`src/rtl/counter_a.sv`:
```
// Enabled up-counter with programmable terminal value, terminal-count strobe and sticky overflow.
// Define COUNTER_A_SATURATE_EN to hold at MAX_VAL instead of wrapping.
module counter_a #(
    parameter int unsigned           WIDTH   = 6,
    parameter logic [WIDTH-1:0]      MAX_VAL = '1
) (
    input  logic             clk,
    input  logic             reset,
    input  logic             cnt_en,
    output logic [WIDTH-1:0] cnt,
    output logic             tc,
    output logic             ovf
);

    logic [WIDTH-1:0] cnt_reg;
    logic [WIDTH-1:0] cnt_next;
    logic             ovf_reg;
    logic             ovf_next;
    logic             below_max;

    // Treat any value at or above the terminal as terminal, so an out-of-range
    // count recovers on the next enabled edge.
    assign below_max = (cnt_reg < MAX_VAL);

    always_comb begin
        cnt_next = cnt_reg;
        ovf_next = ovf_reg;
        if (cnt_en) begin
            if (below_max) begin
                cnt_next = cnt_reg + 1'b1;
            end else begin
`ifdef COUNTER_A_SATURATE_EN
                cnt_next = MAX_VAL;
`else
                cnt_next = '0;
`endif
                ovf_next = 1'b1;
            end
        end
    end

    always_ff @(posedge clk or negedge reset) begin
        if (!reset) begin
            cnt_reg <= '0;
            ovf_reg <= 1'b0;
        end else begin
            cnt_reg <= cnt_next;
            ovf_reg <= ovf_next;
        end
    end

    assign cnt = cnt_reg;
    assign ovf = ovf_reg;
    assign tc  = cnt_en && (cnt_reg == MAX_VAL);

endmodule

```
`config.mk`:
```
export PLATFORM = sky130hd
export DESIGN_NAME = counter_a
export DESIGN_NICKNAME = d
export VERILOG_FILES = /design/src/rtl/counter_a.sv
export SDC_FILE = /design/constraint.sdc
export NUM_CORES = 1
export LEC_CHECK = 0
export CAP_MARGIN = 40
export CORE_AREA = 5 5 42 44
export CTS_CLUSTER_DIAMETER = 40
export CTS_CLUSTER_SIZE = 40
export DETAILED_ROUTE_END_ITERATION = 10
export DIE_AREA = 0 0 47 49
export PLACE_DENSITY = 0.49
export SYNTH_ARGS = -nofsm -noshare
export SYNTH_HDL_FRONTEND = slang
export SYNTH_SLANG_ARGS = --single-unit
```
`constraint.sdc`:
```
create_clock -name clk -period 2.9 [get_ports clk]
set_input_delay 0.435 -clock clk [delete_from_list [all_inputs] [get_ports clk]]
set_output_delay 0.435 -clock clk [all_outputs]
set_load 0.02 [all_outputs]
```
==> out/results.tsv <==
metric	value	unit
largest_reg_flops	6	
synth_cell_types	16	
hold_buffers	0	
synth_top_area_share	55.8	%
vias	259	
synth_area_per_cell	11.2	um^2
cp_max_fo	6	
rsz0062_at_grt	false	
synth_seq_cells	7	
multiInputGateArea	135	um^2
crit_buf_inv	2	
synthXorXnorAreaFrac	8.37	%
yosysSeqAreaShare	55.8	%
fin_skew	0.00181	ns
hpwl	504	um
ant_nets	0	
fp.dieArea	2300	um^2
syn_inst	28	
cp-start-kind	primary input	
design.core.area	1400	um^2
clock_latency	0.25	ns
cp_slowest_cell	clkdlybuf4s50_1	
crit_top_cell	clkdlybuf4s50_1	
via_per_inst	4.47	
path_clk_slew	0.05	ns
synth_area_leaders	dfrtp_1 (56%), xnor2_1 (5.6%), nand2_1 (4.8%), ha_1 (4.0%), nand4_2 (4.0%)	
p_per_area	1020	nW/um^2
endpoint_kind	output pin	
crit_chain	clkdlybuf4s50_1 > nand4_1 > nor2_1 > clkdlybuf4s50_1	
drive_above_1_share	16.7	%
grt_overflow	0	
cts_resized	0	
cpLargestDelayFamily	buffers and inverters	
synth-compound-area-share	8.37	%
stdcell_count	58	
relSlewSlack	78.7	%
crit_required	2.47	ns
place_area	434	um^2
drc	0	
ios	11	
cts_root_buf	clkbuf_4	
yosys_warnings	0	
syn-num-nets	32	
post-route-util	32.9	%
crit_type	primary input to output pin	
worstMarginPinSlew	0.319	ns
min_path_type	primary input to asynchronous set/reset pin	
cap_violations	0	
cts_tree	yes	
final.setup.tns	0	ns
post-route-period-util	87.8	%
drv_slew	0	
row_count	14	
design_area	460	um^2
p_leak	0.191	nW
outcome	completed	
wl_per_cell	11.5	um
synth_mux_area_share	3.59	%
max_freq	0.393	GHz
fp.dieW	47	um
yosys.area.top_type	dfrtp_1	
initial_utilization	22.4	%
cts_setup_buffers	0	
hold_ws	0.446	ns
die-height	49	um
synth-adder-area-share	3.98	%
ir_drop	0.370	mV
grt_max_degree	8	
fillers	149	
firstDrtPassIters	2	
drtIter0Drc	7	
htreeDepth	1	
synth_top_family_by_area	simple AND/OR/NAND/NOR gates	
cts_buffer_depth	2	
antenna_cells	0	
syn_to_final_growth	46.6	%
finalSetupViolCount	0	
layout.nets	47	
syn_area	314	um^2
dpl.cell_count	54	
yosys.area_share.simple	18.7	%
cp.arrival	2.11	ns
gp_congestion	0.818	
track_usage	7.38	%
numCtsBuffers	3	
regArea	175	um^2
wirelength	666	um
numClockSinks	7	
max_stage_delay	0.66	ns
period_minus_slack	2.55	ns
port_buffers	10	
hold_viol_final	0	
grt_pass1_vias	258	
grt_pass1_wl	1.16	mm
antenna_found_initial	0	
cells in the mapped netlist, drive strengths merged:
master and instances:
dfrtp 7, nand2 4, nand4 2, nor2 2, o21ai 2, xnor2 2, a21oi 1, ha 1
inv 1, mux2 1, nand3 1, o211ai 1, or2 1, or3 1, xor2 1
where the power goes:
group          internal [mW]  total, mW  switching [mW]
Clock                 0.0525     0.0879          0.0354
Combinational          0.102      0.196          0.0936
Sequential             0.136      0.188          0.0520
routing by layer:
metal	up-vias	track usage (%)	wire length [um]
met2	10	8.14	261
met3	2	5.54	85
met4	0	5.53	4
li1	127	-	-
met1	120	9.21	314
met5	-	0	0
area by class of cell:
cell class	instances	area share, %
flip-flops and latches	7	38.0
clock buffers	4	5.71
inverters	1	0.815
multi-input cells	20	29.3
well taps	16	4.35
repair buffers	10	21.7
worst reg2reg max path: stages (launching register included):
cell and delay [ns]:
dfrtp_1 0.42, ha_1 0.24, nand4_1 0.14, nor2_1 0.10, or2_2 0.27
final timing paths:
path,from,depth (start not counted),to,slack [ns]
setup / recovery,cnt_en,4,tc,0.35
hold / removal,reset,1,cnt[3]$_DFFE_PN0P_,0.45
setup reg to reg,cnt[0]$_DFFE_PN0P_,4,ovf$_DFFE_PN0P_,1.61
hold reg to reg,ovf$_DFFE_PN0P_,1,ovf$_DFFE_PN0P_,0.47
max in group asynchronous,reset,1,cnt[2]$_DFFE_PN0P_,2.22
min in group clk,ovf$_DFFE_PN0P_,1,ovf$_DFFE_PN0P_,0.47
kinds of logic after synthesis:
kind of cell             after synthesis
adder cells (fa/ha/maj)                1
AND/OR/NAND/NOR                       11
AO/OA/AOI/OAI                          4
multiplexers                           1
buffers and inverters                  1
XOR/XNOR                               3
flip-flops                             7
per-stage QoR:
stage | worst slack, ns | power [mW]
after floorplan | 1.21 | 0.284
after global placement | 0.397 | 0.384
after detailed placement | 0.357 | 0.386
after CTS | 0.346 | 0.479
after global routing | 0.232 | 0.507
final | 0.353 | 0.471
cells in the final DEF (no fill, tap or decap), drive strengths merged:
| cell | Yosys | routed |
|---|---|---|
| a21oi | 1 | 1 |
| clkbuf | 0 | 4 |
| xnor2 | 2 | 2 |
| or2 | 1 | 1 |
| clkdlybuf4s50 | 0 | 10 |
| mux2 | 1 | 1 |
| xor2 | 1 | 1 |
| dfrtp | 7 | 7 |
| o211ai | 1 | 1 |
| o21ai | 2 | 2 |
| nand3 | 1 | 1 |
| nand2 | 4 | 4 |
| inv | 1 | 1 |
| nand4 | 2 | 2 |
| or3 | 1 | 1 |
| nor2 | 2 | 2 |
| ha | 1 | 1 |
Note: power is estimated with default switching activity, not from simulation.
